==> src/rtl/wb_arbiter.sv <==
// Write-back arbiter for a single register-file write port.
// The ALU path has a fixed one-cycle latency and always wins the port.
// The long-latency (LSU/mul/div) path is buffered in a 2-entry FIFO and
// drains whenever the ALU is silent. A 32-bit scoreboard tracks registers
// with an outstanding long-latency write.
module wb_arbiter (
    input  logic        clk,
    input  logic        rst,
    input  logic        alu_valid_in,
    input  logic [4:0]  alu_rd_addr_in,
    input  logic [31:0] alu_rd_data_in,
    input  logic        lsu_valid_in,
    output logic        lsu_ready_out,
    input  logic [4:0]  lsu_rd_addr_in,
    input  logic [31:0] lsu_rd_data_in,
    input  logic        issue_valid_in,
    input  logic [4:0]  issue_rd_in,
    input  logic [4:0]  rs1_addr_in,
    input  logic [4:0]  rs2_addr_in,
    output logic        rs1_busy_out,
    output logic        rs2_busy_out,
    output logic        alu_stall_out,
    output logic        rd_we_out,
    output logic [4:0]  rd_addr_out,
    output logic [31:0] rd_data_out
);

    // LSU buffer storage and pointers
    logic [4:0]  fifo_addr_q [2];
    logic [31:0] fifo_data_q [2];
    logic        rptr_q, rptr_d;
    logic        wptr_q, wptr_d;
    logic [1:0]  count_q, count_d;

    // Scoreboard of registers awaiting a long-latency write
    logic [31:0] busy_q, busy_d;

    // Registered write port
    logic        rd_we_q, rd_we_d;
    logic [4:0]  rd_addr_q, rd_addr_d;
    logic [31:0] rd_data_q, rd_data_d;

    logic        push;
    logic        pop;
    logic [4:0]  head_addr;
    logic [31:0] head_data;

    assign lsu_ready_out = (count_q != 2'd2);
    assign alu_stall_out = (count_q == 2'd2);

    assign head_addr = fifo_addr_q[rptr_q];
    assign head_data = fifo_data_q[rptr_q];

    assign rs1_busy_out = (rs1_addr_in != '0) && busy_q[rs1_addr_in];
    assign rs2_busy_out = (rs2_addr_in != '0) && busy_q[rs2_addr_in];

    assign rd_we_out   = rd_we_q;
    assign rd_addr_out = rd_addr_q;
    assign rd_data_out = rd_data_q;

    // Port selection, FIFO bookkeeping and scoreboard update
    always_comb begin
        push      = lsu_valid_in && lsu_ready_out;
        pop       = !alu_valid_in && (count_q != 2'd0);
        rd_we_d   = 1'b0;
        rd_addr_d = rd_addr_q;
        rd_data_d = rd_data_q;
        busy_d    = busy_q;
        rptr_d    = rptr_q;
        wptr_d    = wptr_q;
        count_d   = count_q;

        if (alu_valid_in) begin
            rd_we_d   = (alu_rd_addr_in != '0);
            rd_addr_d = alu_rd_addr_in;
            rd_data_d = alu_rd_data_in;
        end else if (pop) begin
            rd_we_d   = (head_addr != '0);
            rd_addr_d = head_addr;
            rd_data_d = head_data;
        end

        // The entry being written this edge releases its register; a
        // same-edge issue to that register is applied afterwards so it wins.
        if (pop && (head_addr != '0)) begin
            busy_d[head_addr] = 1'b0;
        end
        if (issue_valid_in && (issue_rd_in != '0)) begin
            busy_d[issue_rd_in] = 1'b1;
        end

        if (pop) begin
            rptr_d = ~rptr_q;
        end
        if (push) begin
            wptr_d = ~wptr_q;
        end
        case ({push, pop})
            2'b10:   count_d = count_q + 2'd1;
            2'b01:   count_d = count_q - 2'd1;
            default: count_d = count_q;
        endcase
    end

    // Control, scoreboard and write-port registers
    always_ff @(posedge clk or negedge rst) begin
        if (!rst) begin
            rptr_q    <= 1'b0;
            wptr_q    <= 1'b0;
            count_q   <= '0;
            busy_q    <= '0;
            rd_we_q   <= 1'b0;
            rd_addr_q <= '0;
            rd_data_q <= '0;
        end else begin
            rptr_q    <= rptr_d;
            wptr_q    <= wptr_d;
            count_q   <= count_d;
            busy_q    <= busy_d;
            rd_we_q   <= rd_we_d;
            rd_addr_q <= rd_addr_d;
            rd_data_q <= rd_data_d;
        end
    end

    // FIFO storage; written only on an accepted LSU transfer
    always_ff @(posedge clk or negedge rst) begin
        if (!rst) begin
            for (int unsigned i = 0; i < 2; i++) begin
                fifo_addr_q[i] <= '0;
                fifo_data_q[i] <= '0;
            end
        end else if (push) begin
            fifo_addr_q[wptr_q] <= lsu_rd_addr_in;
            fifo_data_q[wptr_q] <= lsu_rd_data_in;
        end
    end

endmodule

==> config.mk <==
export PLATFORM = sky130hd
export DESIGN_NAME = wb_arbiter
export DESIGN_NICKNAME = d
export VERILOG_FILES = /design/src/rtl/wb_arbiter.sv
export SDC_FILE = /design/constraint.sdc
export NUM_CORES = 1
export LEC_CHECK = 0
export CAP_MARGIN = 10
export CORE_ASPECT_RATIO = 0.75
export CORE_MARGIN = 5
export CORE_UTILIZATION = 40
export CTS_CLUSTER_SIZE = 8
export DETAILED_ROUTE_END_ITERATION = 10
export PLACE_DENSITY = 0.65
export SLEW_MARGIN = 20
export SYNTH_ARGS = -nofsm -noshare
export SYNTH_HDL_FRONTEND = slang
export SYNTH_SLANG_ARGS = --single-unit
==> constraint.sdc <==
create_clock -name clk -period 3.7 [get_ports clk]
set_input_delay 0.37 -clock clk [delete_from_list [all_inputs] [get_ports clk]]
set_output_delay 0.37 -clock clk [all_outputs]
set_load 0.005 [all_outputs]
==> run summary, run 1 <==
The run gives 108 as the maximum number of pins on one net before global-route repair. For this run, the slowest stage of the critical path takes 0.83 ns. The sort of element at the start of the critical path is an input port. The tree is rooted in a clkbuf_16. The worst-case IR drop observed on VDD is 292 µV. The number of distinct library cells after synthesis was 50; the combinational group share of total power was 38.8%. The antenna diode count is 0, and the count of boundary I/O pins is 136. Static timing analysis puts the maximum clock frequency at 0.328 GHz. Ranked by total cell area, the synthesized netlist is headed by dfrtp_1, mux2_2, mux2i_1. The cell seen most often among critical-path stages is clkdlybuf4s50_1.

The worst setup path is of the input port to output port kind. The class of the worst hold path is input port to asynchronous set/reset pin. The number of design rule violations left after detail routing was 0; the post-route minimum period was 3.05 ns. For the part of the power in registers, the log shows 39.9%. Summed over all instances, the cell type with the most area after synthesis is dfrtp_1. Setup slack on the critical path of the routed design comes to 0.652 ns. In this run the tightest slew margin relative to its limit is 38.7%. Summed over all layers, the global routing overflow is 0. In this run the tool buffered the top-level ports with 135 buffer cells.

Setup repair after global routing left no endpoint under its margin. The clock network accounts for 21.3% of the total power. The area of all sequential standard cells was 3680 µm². Routability-driven placement finished with a final weighted congestion of 0.898.

Sequential elements use 51.7% of the synthesized area. For the initial core utilization, the log shows 40.5%. Traced cell by cell, the critical path runs through clkdlybuf4s50_1 > mux4_2 > or2_2 > nand3_1 > o211ai_1 > clkdlybuf4s50_1. The synthesized net count was 724; the worst setup slack after placement was 0.677 ns. The power density relative to cell area came out at 816 nW/µm². Origin of the critical flop-to-flop path: count_q[0]. The number of max-slew violations in the final report is 0, and the die width is 164 µm. In this run the power spent charging and discharging nets is 0.00259 W.

The post-synthesis cell area is 7120 µm². By count the netlist is led by dfrtp_1, o21ai_0, mux2_2, nand2_1, mux2i_1. For the number of sinks handled by clock tree synthesis, the log shows 147. The critical path endpoint category is an output port. For the pin with the worst max-slew slack, the measured transition is 0.920 ns. From synthesis to final layout, the design area changed by 28.9%.

Leading cell type by number of instances after synthesis: dfrtp_1. Buffers inserted to repair hold after CTS numbered 0. Once the clock tree was built, the setup fixing pass inserted 0 buffers. The clock network latency to the later pin of the worst-skew pair was 0.41 ns.

Of the available clock period, the critical path in the final layout requires 82.4%. Fill cell total of the finished layout: 1,580. The internal power of the cells totals 0.00489 W. The initial antenna violation count was 0; the area of the multi-input gates was 3210 µm². The wire length per cell was 18.1 µm; the setup clock skew after layout was 0.00860 ns. The number of failing setup endpoints in the final timing report was 0; the summed area of non-filler cells in the final layout was 9170 µm². Net switching is 34.7% of the power. The finished layout holds 1,009 standard cells, fillers aside. The run finished with clean final reports. Dividing the synthesized area by the synthesized cell count gives 11.3 µm².

The longest clock path from root to sink contains 2 buffers. The HPWL after detailed placement is 13,000 µm. At the end of the flow, the number of nets in the layout was 850. Count of routing violations after the opening detailed-route iteration: 420.

Summed over all cells, the static leakage comes to 3.82 nW. Along the worst path, the maximum fanout reaches 13. The total placed cells including tap cells came out at 978.

Tracing the worst setup path back leads to its startpoint at rs1_addr_in[1]. The number of buffers and inverters on the critical path is 2. The run gives 1.76 ns as the worst reg-to-reg setup slack. Post-CTS repair changed the size of 0 cells. From bottom edge to top edge, the die measures 126 µm. Share of layout cells above drive strength 1: 17.2%. The detail route stage leaves a number of antenna-violating nets equal to 0. The flip-flop cell with the highest count after synthesis was dfrtp_1. The Yosys step of the flow raised 0 warnings.

The total wire length came out at 18,300 µm. For the row count, the log shows 42. Buffers inserted during clock tree synthesis total 17.

For the final routed database, the setup TNS stands at 0 ns. TritonCTS built the clock tree. The share of flip-flops with an asynchronous set or reset came out at 100%. The share of the synthesized area in the top cell type works out to 51.7%. The H-tree was split into 4 levels. The clock-pin slew on the worst setup and hold paths works out to 0.05 ns. On the critical path, the stage with the largest delay is an instance of clkdlybuf4s50_1. The tools report the max-cap violation count as 0.

The worst path required time came out at 3.33 ns. Cells fill 52.2% of the core in the end. For the worst setup path, the data arrival time is 2.68 ns. Area of the die: 20,600 µm². The tools report the number of global-route vias before repair as 5,567. Yosys mapped a number of flops with a built-in enable equal to 0. The first global-routing pass estimated 30,300 µm of wire. The combined global-route utilization of all metal layers came out at 18.6%. The kind of cell with the highest combined delay along the critical path is buffers and inverters. The number of optimization iterations in the first detailed-route pass is 7, and the number of register bits inferred by synthesis is 147. The final route contains 5,411 vias.

Area of the core: 17,600 µm². In this run the cell area measured after placement is 8620 µm². The hold violation count in the final report is 0, and the via count normalized by instance count is 5.36.

The synthesized netlist cell count is 629.
## logic make-up after synthesis
kind of cell,Yosys count,share of synthesized area (%)
fa+ha+maj,1,0.176
simple gates,141,9.65
buf+inv,39,3.29
mux,139,22.4
flops,147,51.7
compound gates,157,12.2
xor+xnor,5,0.616
## power by group through the flow
stage | logic (W) | clock network, W | registers (W)
6_report | 0.00290 | 0.00159 | 0.00299
5_1_grt | 0.00326 | 0.00170 | 0.00308
4_1_cts | 0.00294 | 0.00163 | 0.00298
3_5_place_dp | 0.00292 | 0 | 0.00300
3_3_place_gp | 0.00285 | 0 | 0.00299
2_1_floorplan | 0.00204 | 0 | 0.00277
## stage by stage
step	hold slack (ns)	total power (W)
3_5_place_dp	0.478	0.00592
6_report	0.0399	0.00748
5_1_grt	0.113	0.00803
3_3_place_gp	0.466	0.00584
4_1_cts	0.126	0.00755
2_1_floorplan	0.0744	0.00481
## cell type report
| type | instances | area share (%) |
|---|---|---|
| clock buffer | 21 | 5.02 |
| clock inverter | 10 | 0.928 |
| inverter | 4 | 0.164 |
| multi-input combinational | 443 | 35.0 |
| sequential | 147 | 40.1 |
| tap | 242 | 3.30 |
| timing repair buffer | 142 | 15.4 |
## registers in the layout (all words and copies together) (netlist names), 2 cells and up
| name | cells |
|---|---|
| fifo_data_q | 64 |
| count_q | 2 |
| fifo_addr_q | 10 |
| rd_data_out | 32 |
| rd_addr_out | 5 |
| busy_q | 31 |
## cells in the final DEF (no fill, tap or decap), types with 4 or more instances in the layout
cell type / n
clkbuf_16: 17
clkinv_2: 6
nand3b_1: 6
nand2_1: 51
nor2b_1: 4
inv_1: 4
o21ai_0: 95
mux2_1: 5
mux2i_1: 48
dfrtp_1: 146
nand3_1: 16
nand2b_1: 7
clkdlybuf4s50_1: 133
mux4_2: 5
o31ai_1: 14
a21oi_1: 33
nor2_1: 39
buf_4: 6
mux2_2: 78
## layer usage
layer | vias up | global-route usage, % | share of wire (%)
met2 | 218 | 27.2 | 43
met4 | 0 | 4.98 | 1.1
met5 | - | 0 | 0
met3 | 19 | 6.61 | 9.6
met1 | 2649 | 26.3 | 46
li1 | 2525 | - | -
## worst reg2reg max path, stage by stage, from the launching register on
cell	delay [ns]
dfrtp_1	0.49
nand2b_4	0.24
nand2_4	0.10
nor2_8	0.57
mux2_2	0.42
## worst paths after layout
kind / cells after the start / endpoint
hold reg to reg: 1 / fifo_data_q[41]
setup / recovery: 6 / rs1_busy_out
hold / removal: 1 / busy_q[7]
max in group asynchronous: 2 / fifo_data_q[63]
setup reg to reg: 4 / fifo_data_q[56]
min in group clk: 3 / rptr_q
No activity file was read; power rests on OpenSTA's default activity.
==> run 2: changes to the inputs <==
--- a/config.mk
+++ b/config.mk
@@ -11,7 +11,7 @@
 export CORE_UTILIZATION = 40
 export CTS_CLUSTER_SIZE = 8
 export DETAILED_ROUTE_END_ITERATION = 10
-export PLACE_DENSITY = 0.65
+export PLACE_DENSITY = 0.68
 export SLEW_MARGIN = 20
 export SYNTH_ARGS = -nofsm -noshare
 export SYNTH_HDL_FRONTEND = slang
==> constraint.sdc (replaced) <==
create_clock -name clk -period 2.5 [get_ports clk]
set_input_delay 0.25 -clock clk [delete_from_list [all_inputs] [get_ports clk]]
set_output_delay 0.25 -clock clk [all_outputs]
set_load 0.005 [all_outputs]
==> run 2 against run 1 <==
  * Clock skew up 0.0065 ns
  * Design area rose by 2.0%
  * Critical path depth shrank 1
  * Global-route usage is 0.54 points higher
  * Non-clock buffer count increased by 14
  * First-iteration DRC count is 6.9% lower
  * Critical path type is now flop to output port
  * Combinational power increased by 53%
  * Total power increased by 53%
  * Sequential power grew 48%
  * Final cell count grew 1.6%
  * Register-to-register slack got worse by 1.2 ns
  * Count of clock-buffer cells in the layout unchanged
==> run summary, run 2 (synthesis results as in run 1) <==
The power density relative to cell area was 1230 nW/µm² (+50%). The run gives 54.4% (+16 points) as the worst max-slew margin expressed relative to the limit. The peak supply drop was 595 µV (+100%). Fill cell total of the finished layout: 1,564 (-1.0%). The logs give 0.868 (-3.3%) for the routability congestion estimate and 3.91 nW (+2.5%) for the leakage power. Based on the critical path, the design can be clocked at up to 0.418 GHz. The row count is 42 (unchanged), and the wire length per cell is 18.6 µm (+2.6%). The part of the cycle the worst path needs is 95.8%. The worst setup path is launched from a flop. The transition time of the tightest slew-check pin is 0.683 ns (-0.237 ns), and the post-route minimum period is 2.39 ns. The tools report the area of the multi-input gates as 3210 µm² (unchanged).

The most common library cell in the layout ignoring fill and taps is dfrtp_1. The flow ran to the end, and the final reports show no timing, DRC or antenna violations. The combined global-route utilization of all metal layers came out at 19.1% (+0.54 points). The flip-flop count of the largest register after layout is 64 (unchanged). The number of global-route vias before repair is 5,687 (+2.2%), and the number of buffers between clock root and the deepest sink is 2 (unchanged).

The logs give 0.42 ns (about the same) for the clock network latency to the later pin of the worst-skew pair and 17 (unchanged) for the number of buffers created by CTS. The via count normalized by instance count was 5.36 (about the same); the number of failing setup endpoints in the final timing report was 0 (unchanged). Area of all sequential standard cells: 3680 µm² (about the same). The die width was 164 µm (unchanged); the count of input and output buffers was 135 (unchanged).

The max-cap violation count is 0 (unchanged). The initial core utilization was 40.5% (unchanged). The hold violation count in the final report is 0 (unchanged). TritonCTS built the clock tree.

The area of the die is 20,600 µm² (unchanged), and the final-layout setup total negative slack is 0 ns (unchanged). The initial antenna violation count came out at 1 (+1). The critical-path maximum fanout came out at 3 (-10). The clock-pin slew on the worst setup and hold paths was 0.06 ns (about the same). The critical path endpoint category was an output port. For the area of the core, the log shows 17,600 µm² (unchanged). Number of sinks handled by clock tree synthesis: 147 (unchanged). The largest register by flop count is fifo_data_q. The tools report the number of design rule violations left after detail routing as 0 (unchanged). Leaving out fill and tap cells, the most frequent cells in the layout are dfrtp_1, clkdlybuf4s50_1, o21ai_0.

The routed via count is 5,498 (+1.6%). The maximum number of pins on one net before global-route repair was 77 (-29%). The count of routing violations after the opening detailed-route iteration is 391 (-6.9%). For the count of boundary I/O pins, the log shows 136 (unchanged). Setup repair after global routing left no endpoint under its margin. The number of optimization iterations in the first detailed-route pass is 7 (unchanged), and the number of max-slew violations in the final report is 0 (unchanged). The overall overflow remaining after global route is 0 (unchanged), and the area overhead of the layout relative to synthesis is 31.5%.

The logs give 13,600 µm (+4.6%) for the estimated wirelength of the detail-placed design and 1,025 (+1.6%) for the count of non-filler cells in the finished layout. For the global-route wire length before repair, the log shows 31,000 µm (+2.1%). Setup clock skew after layout: 0.0151 ns (+0.00645 ns).

The share of layout cells above drive strength 1 came out at 18.7% (+1.5 points). The number of nets with antenna violations after routing is 0 (unchanged), and the worst hold slack across all endpoints is 0.318 ns (+0.278 ns). The run gives 864 (+1.6%) as the net count reported at finish. The arrival time of the worst setup path was 2.14 ns (-0.54 ns). The tools report the root buffer selected by CTS as clkbuf_16.

The worst path required time is 2.25 ns (-1.08 ns). Class of the worst hold path: input port to flop. The total number of H-tree levels was 4 (unchanged); the total wire length was 19,100 µm (+4.3%). The height of the die came out at 126 µm (unchanged).

The type of the worst setup path is flop to output port. The total placed cells including tap cells was 987 (+0.92%).
run 2: cell types whose count changed in the layout (fill, tap and decap cells not counted), sizes merged, moves of 2 or more:
cell           before  now
buf                 8   22
bufinv              1    3
clkdlybuf4s50     133  130
clkinv              8    3
dlygate4sd2         0    3
inv                 4    7
run 2: where the power goes:
| part | internal (W) | total [W] | switching (W) | leakage (nW) |
|---|---|---|---|---|
| Combinational | 0.00238 | 0.00444 | 0.00207 | 1.87 |
| Clock | 0.00160 | 0.00260 | 0.000992 | 0.288 |
| Sequential | 0.00353 | 0.00444 | 0.000905 | 1.75 |
| Total | 0.00751 | 0.0115 | 0.00397 | 3.91 |
run 2: what timing repair did:
action                     4_1_cts  5_1_grt
setup endpoints to repair        2        0
buffers inserted                 4        0
resized for setup                4        0
hold buffers                     1        0
hold endpoints to repair        70        0
run 2: worst paths after layout:
path / startpoint / to / slack [ns] / cells past startpoint
max in group asynchronous: rst / fifo_data_q[41] / 1.29 / 3
worst min-delay path: alu_valid_in / rptr_q / 0.32 / 3
worst min register to register: fifo_data_q[42] / fifo_data_q[42] / 0.49 / 1
worst max register to register: rptr_q / busy_q[24] / 0.53 / 4
worst max-delay path: busy_q[27] / rs1_busy_out / 0.11 / 5
min in group asynchronous: rst / rd_data_out[30] / 0.43 / 2
run 2: routing by layer:
layer | vias up | wire length (µm) | global-route usage [%]
met1 | 2713 | 8790 | 26.9
met5 | - | 0 | 0
met2 | 210 | 8340 | 27.7
met3 | 23 | 1570 | 6.71
met4 | 0 | 366 | 6.36
li1 | 2552 | - | -
run 2: critical path: stages (launching register included):
cell           delay (ns)
dfrtp_1              0.43
mux4_2               0.51
o22a_1               0.22
a22oi_1              0.18
o211ai_1             0.11
dlygate4sd2_1        0.28
run 2: area by class of cell:
class	instances	area share (%)
diodes	1	0.0268
clock buffers	21	4.82
clock inverters	11	1.61
inverters	4	0.161
multi-input cells	443	34.3
flip-flops and latches	147	39.4
well taps	242	3.24
repair buffers	156	16.5
run 2: per-stage QoR:
stage / total power [W] / utilization (%) / instance area, µm² / setup WS, ns
after floorplan: 0.00712 / - / 7120 / 0.959
after global placement: 0.00870 / 49.6 / 8710 / -0.0311
after detailed placement: 0.00886 / 49.6 / 8710 / -0.0528
after CTS: 0.0115 / 53.3 / 9350 / 0.0786
after global routing: 0.0122 / 53.3 / 9350 / 0.0285
final: 0.0115 / 53.3 / 9350 / 0.106
